===== src/rtl/nibble_serial_add_ctrl.sv =====
// nibble_serial_add_ctrl
// Adds two WIDTH-bit operands one nibble per clock, LSB nibble first, by
// time-sharing an external combinational 4-bit ripple adder. The operands
// and the running carry are held locally. Each RUN cycle presents one nibble
// pair to the adder and captures S/cOut back into the result register.
// Optional feature macro: OVERFLOW_FLAG_EN adds a registered two's-complement
// overflow flag output (ovf), which is updated when the add completes.
module nibble_serial_add_ctrl #(
    parameter int WIDTH = 16
) (
    input  logic             clk,
    input  logic             rst_n,
    input  logic             start,
    input  logic [WIDTH-1:0] a,
    input  logic [WIDTH-1:0] b,
    input  logic             c_in,
    output logic             busy,
    output logic             done,
    output logic [WIDTH-1:0] sum,
    output logic             c_out,
    output logic [3:0]       add_a,
    output logic [3:0]       add_b,
    output logic             add_cin,
    input  logic [3:0]       add_s,
    input  logic             add_cout
`ifdef OVERFLOW_FLAG_EN
    ,
    output logic             ovf
`endif
);

    localparam int NIB   = WIDTH / 4;
    localparam int IDX_W = (NIB > 1) ? $clog2(NIB) : 1;
    localparam logic [IDX_W-1:0] LAST_IDX = IDX_W'(NIB - 1);

    typedef enum logic [1:0] {
        S_IDLE = 2'd0,
        S_RUN  = 2'd1,
        S_DONE = 2'd2
    } state_t;

    state_t             r_state;
    state_t             w_next;
    logic [WIDTH-1:0]   r_a;
    logic [WIDTH-1:0]   r_b;
    logic               r_carry;
    logic [IDX_W-1:0]   r_idx;
    logic [WIDTH-1:0]   r_sum;
    logic               r_cout;
    logic               w_accept;
    logic               w_last;
    logic [IDX_W+1:0]   w_bit_base;

    // Two's-complement overflow: like-signed operands whose sum flips sign.
    function automatic logic ovf_calc(input logic a_msb, input logic b_msb,
                                      input logic s_msb);
        return (a_msb == b_msb) && (s_msb != a_msb);
    endfunction

    assign w_bit_base = {r_idx, 2'b00};
    assign sum        = r_sum;
    assign c_out      = r_cout;

    // Start is only honoured when not mid-operation; last nibble step detect.
    always_comb begin
        w_accept = 1'b0;
        w_last   = 1'b0;
        if ((r_state == S_IDLE) || (r_state == S_DONE)) begin
            w_accept = start;
        end
        if ((r_state == S_RUN) && (r_idx == LAST_IDX)) begin
            w_last = 1'b1;
        end
    end

    // Next-state logic and status/adder-drive outputs (adder inputs idle at 0).
    always_comb begin
        w_next  = r_state;
        busy    = 1'b0;
        done    = 1'b0;
        add_a   = 4'd0;
        add_b   = 4'd0;
        add_cin = 1'b0;
        case (r_state)
            S_IDLE: begin
                if (w_accept) begin
                    w_next = S_RUN;
                end
            end
            S_RUN: begin
                busy    = 1'b1;
                add_a   = r_a[w_bit_base +: 4];
                add_b   = r_b[w_bit_base +: 4];
                add_cin = r_carry;
                if (w_last) begin
                    w_next = S_DONE;
                end
            end
            S_DONE: begin
                done   = 1'b1;
                w_next = w_accept ? S_RUN : S_IDLE;
            end
            default: begin
                w_next = S_IDLE;
            end
        endcase
    end

    // State register; reset abandons any operation in flight.
    always_ff @(posedge clk or negedge rst_n) begin
        if (!rst_n) begin
            r_state <= S_IDLE;
        end else begin
            r_state <= w_next;
        end
    end

    // Operand capture on accept, then one nibble of result per RUN edge.
    always_ff @(posedge clk or negedge rst_n) begin
        if (!rst_n) begin
            r_a     <= '0;
            r_b     <= '0;
            r_carry <= 1'b0;
            r_idx   <= '0;
            r_sum   <= '0;
            r_cout  <= 1'b0;
        end else if (w_accept) begin
            r_a     <= a;
            r_b     <= b;
            r_carry <= c_in;
            r_idx   <= '0;
        end else if (r_state == S_RUN) begin
            r_sum[w_bit_base +: 4] <= add_s;
            r_carry                <= add_cout;
            if (w_last) begin
                r_cout <= add_cout;
            end else begin
                r_idx <= r_idx + 1'b1;
            end
        end
    end

`ifdef OVERFLOW_FLAG_EN
    logic r_ovf;

    assign ovf = r_ovf;

    // Overflow flag is judged from the top nibble's sum bit on the final step.
    always_ff @(posedge clk or negedge rst_n) begin
        if (!rst_n) begin
            r_ovf <= 1'b0;
        end else if (w_last) begin
            r_ovf <= ovf_calc(r_a[WIDTH-1], r_b[WIDTH-1], add_s[3]);
        end
    end
`endif

endmodule


===== config.mk =====
export PLATFORM = sky130hd
export DESIGN_NAME = nibble_serial_add_ctrl
export DESIGN_NICKNAME = d
export VERILOG_FILES = /design/src/rtl/nibble_serial_add_ctrl.sv
export SDC_FILE = /design/constraint.sdc
export NUM_CORES = 1
export LEC_CHECK = 0
export CAP_MARGIN = 20
export CELL_PAD_IN_SITES_DETAIL_PLACEMENT = 0
export CELL_PAD_IN_SITES_GLOBAL_PLACEMENT = 1
export CORE_MARGIN = 1
export CORE_UTILIZATION = 39
export CTS_BUF_LIST = sky130_fd_sc_hd__clkbuf_8
export DETAILED_ROUTE_END_ITERATION = 6
export HOLD_SLACK_MARGIN = 0.12
export PLACE_DENSITY_LB_ADDON = 0.15
export SYNTH_ARGS = -nofsm -noshare
export SYNTH_HDL_FRONTEND = slang
export SYNTH_SLANG_ARGS = --single-unit

===== constraint.sdc =====
create_clock -name clk -period 2.29 [get_ports clk]
set_input_delay 0.3435 -clock clk [delete_from_list [all_inputs] [get_ports clk]]
set_output_delay 0.3435 -clock clk [all_outputs]
set_load 0.02 [all_outputs]

Word level (Yosys, flattened, before mapping)
Cells that the tools add are included.
{ "classes": {"n_addsub": 2, "n_eq_ne": 6, "n_shift": 4, "muxes": 17, "bitwise_logic": 1, "n_reduce_logical": 8} }
{ "ops": {"columns": ["cell", "n"], "rows": [
  ["variable part select 16 x 5 -> 4 bit", 2],
  ["bitwise mux 16 bit", 1],
  ["variable shift 4 x 6 -> 16 bit (first input constant)", 1],
  ["variable part select 4 x 6 -> 16 bit", 1],
  ["2-to-1 mux 2 bit", 5],
  ["2-to-1 mux 1 bit", 8],
  ["2-to-1 mux 4 bit", 2],
  ["!= test 2 bit (second input constant)", 3],
  ["negator 4 -> 6 bit", 1],
  ["one-hot mux 2 bit (3 select lines)", 1],
  ["AND reduction 2 bit", 3],
  ["equality test 2 bit (second input constant)", 2],
  ["AND reduction 3 bit", 1],
  ["adder 2 x 1 -> 2 bit (second input constant)", 1],
  ["equality test 2 x 1 -> 1 bit (second input constant)", 1],
  ["zero test 2 bit", 1],
  ["nonzero test 2 bit", 1],
  ["logical AND 1 bit", 1],
  ["logical OR 1 bit", 1],
  ["NOT 1 bit", 1]
]} }
{ "word_totals": {"reg_bits": 54, "wordCells": 45} }

Depth between registers and ports, before layout
{ "depth": {"ltp_word": 6, "depth_mapped": 6, "ltp_nobuf": 5} }

Least setup slack after synthesis
Ideal clock, no wire load.
{ "synth_path": {"path_type": "register to register", "from": "register r_idx[1]", "to": "register r_sum[10] (netlist: sum[10])", "setup_time_ns": 0.067, "arrival_time_ns": 1.772, "required_ns": 2.223, "slack_ns": 0.451, "stages_incl_launch_ff": 7, "path_buffers": 1, "path_cell_list": "dfrtp_1 clkbuf_1 inv_1 ha_1 inv_1 nor4b_2 a22o_1"} }
{ "synth_via": {"elab_chain_len": 3, "elab_cells_between_ends": 4, "classes_between": "1 x add/sub; 2 x shift; 1 x mux"} }
{ "synth_rtl": {"columns": ["item", "line", "text"], "rows": [
  ["from (decl)", "47", "logic [IDX_W-1:0] r_idx;"],
  ["from (signal assigned)", "138", "r_idx <= r_idx + 1'b1;"],
  ["negator 4 -> 6 bit *", "133", "r_sum[w_bit_base +: 4] <= add_s;"],
  ["variable part select 4 x 6 -> 16 bit or variable shift 4 x 6 -> 16 bit (tied branches)", "133", null],
  ["bitwise mux 16 bit *", "133", null],
  ["to (signal, indexed assignment)", "133", null],
  ["to (decl)", "48", "logic [WIDTH-1:0] r_sum;"]
]} }
Every way passes the cells marked *; elsewhere a longest branch is shown, timed or not.
A chain may end at the register's enable or synchronous reset.

Worst setup path in the final report
{ "layout_path": {"from": "register r_idx[0]", "to": "output port add_a[3]"} }
{ "layout_via": {"elab_chain_len": 2} }
{ "layout_rtl": {"columns": ["item", "line", "text"], "rows": [
  ["variable part select 16 x 5 -> 4 bit", "92", "add_a = r_a[w_bit_base +: 4];"],
  ["2-to-1 mux 4 bit", "84", "case (r_state)"],
  ["to (decl)", "21", "output logic [3:0] add_a,"]
]} }
Every way passes these cells.

==> run metrics <==
Core Box Area just under 0.006 mm^2; number of buffers created by CTS 5; net switching power of the design between 1.5 and 2 mW; clock slew at reported path FFs 90 ps; nets between 200 and 300; most common cell after layout, fill and taps aside clkdlybuf4s50_1; Post-Syn Area 0.00242 mm^2; dominant synthesized flop cell dfrtp_1; Clock Power Share between 10% and 20%; worst setup skew after layout 2.73 ps; share of final-layout standard cells stronger than drive strength 1 around a quarter; startpoint of the most critical setup path r_idx[0]$_DFFE_PN0P_; global-route wire length before repair between 7 and 8 mm; async set-reset flop share out of synthesis 100%; vias in the first global route 1667; number of top-level pins 69; critical setup path kind flop to output pin; depth of the CTS H-tree 2; global-route total usage across every layer 16.3%; horizontal die dimension 80.7 um; worst vdd ir ~0.56 mV; static leakage roughly 1.4 nW; share of the yosys chip area belonging to registers 55.9%; endpoints failing hold 0; Post-Route Hold Slack about 150 ps; Buffers on Ports 68; nature of the critical path startpoint flop; CP endpoint kind output pin; initial core utilization about two fifths; Clock Sinks 54; number of synthesized flops with an enable pin 0; largest net degree at the start of global routing 55; max-cap check violation count 0; FF+latch count, synth between 50 and 60; highest net fanout along the worst path 6; floorplan row count 28; number of nets in the synthesized netlist 208; Synth warnings 0; Routed WL 4.81 mm; diodes inserted 0; Synth-to-Final Area Change 35.7%; DRC violation count after routing 0; total negative slack for setup checks 0 ps; post-cts repair resize count 9; number of nets with antenna violations after routing 0; power density normalized to cell area 1350 mW/mm^2; relative contribution of combinational cells to total power approximately half; Min-Delay Path Class input pin to async pin; Clock Tree Root clkbuf_8; Max-slew headroom a little over half; vias per cell approximately 5.1; number of different library cells in the post-synthesis netlist 24; switching share of power between 30% and 40%; worst skew pair latency a little under 300 ps; transition time of the tightest slew-check pin 677 ps; Reg-to-Reg Start r_idx[0]$_DFFE_PN0P_; sequential power share roughly 37%; final period demand of the worst path between 2000 and 2500 ps; Data required, critical path 1950 ps; via count ~1600; Placer Congestion ~0.75; clock tree from TritonCTS yes; Congestion Overflow GR 0; Worst Path Arrival between 1500 and 2000 ps; die height about 81 um; Pint around 2.8 mW; Final setup viols 0; achievable clock frequency ~450 MHz; number of antenna violations at the first check in global routing 0; total power about 4.4 mW; average wire per cell in the routed design ~15 um; Mapped Avg Cell Area approximately 15 um^2; DIE AREA between 0.006 and 0.007 mm^2; commonest cells after routing, fill and taps aside clkdlybuf4s50_1, dfrtp_1, mux2_2; post-route clock period utilization a little over nine tenths; buffers from clock root to sink, at most 2; # hold bufs at CTS 0; synthesized instance count 162; max-slew violation total from the final report 0; detailed placer's ending HPWL between 3 and 4 mm; first-pass iteration count of the detailed router 4; run status finished clean; Iter 0 DRT Violations 53; unrepaired setup endpoints after global routing yes; post-CTS repair timing setup buffer count 0
[final timing paths]
path	cells past startpoint	slack, ps	endpoint
worst max-delay path	4	80	add_a[3]
min in group clk	1	510	r_b[3]$_DFFE_PN0P_
max in group asynchronous	2	1670	r_b[0]$_DFFE_PN0P_
worst max register to register	6	220	sum[3]$_DFFE_PN0P_
worst min register to register	1	510	r_b[3]$_DFFE_PN0P_
worst min-delay path	2	150	sum[1]$_DFFE_PN0P_
[power groups by stage]
stage               logic [mW]  registers, mW  clock network [mW]
finish                    2.29           1.65               0.484
global route              2.47           1.71               0.549
CTS                       2.32           1.65               0.504
detailed placement        2.41           1.67                   0
global placement          2.37           1.64                   0
floorplan                 1.38           1.77                   0
[state kept, by name, indices dropped and copies added (netlist names)]
register / cells
sum: 16
r_carry: 1
c_out: 1
r_a: 16
r_idx: 2
r_b: 16
r_state: 2
[critical path: stages (launching register included)]
cell and delay (ps):
dfrtp_1 360, buf_4 180, mux4_1 540, and2_1 170
dlygate4sd2_1 320
[Yosys cell counts (all sizes together), types with 4 or more instances]
master,number,area [um^2]
a22o,16,140
and2,9,56.3
buf,5,31.3
dfrtp,54,1350
ha,5,62.6
inv,5,18.8
mux2,33,372
mux4,8,188
nand3b,4,30.0
nor2,4,15.0
nor2b,4,25.0
[final cells by class]
class	count	area [um^2]
clock buffer	5	68.8
timing repair buffer	75	724
sequential	54	1350
inverter	5	18.8
multi-input combinational	96	1010
clock inverter	2	7.51
tap	75	93.8
fill	503	2680
[metrics by stage]
step	instances	area [um^2]	setup WS, ps	util [%]
detailed placement	305	3210	175	53.8
floorplan	162	2420	451	-
global route	312	3280	-5.49	55.1
global placement	305	3210	173	53.8
finish	312	3280	83.1	55.1
CTS	312	3270	50.3	55.0
[cells by family after synthesis]
| family | Yosys count | share of synthesized area, % |
|---|---|---|
| flops | 54 | 55.9 |
| xor+xnor | 1 | 0.363 |
| simple gates | 29 | 8.75 |
| compound gates | 19 | 6.42 |
| buf+inv | 12 | 2.38 |
| fa+ha+maj | 5 | 2.59 |
| mux | 42 | 23.6 |
[routing by layer]
layer	share of wire [%]	track usage (%)
met1	42	19.9
met5	0	0
met3	4.1	3.64
met2	52	28.8
met4	1.1	4.82
No activity file was read; power rests on OpenSTA's default activity.
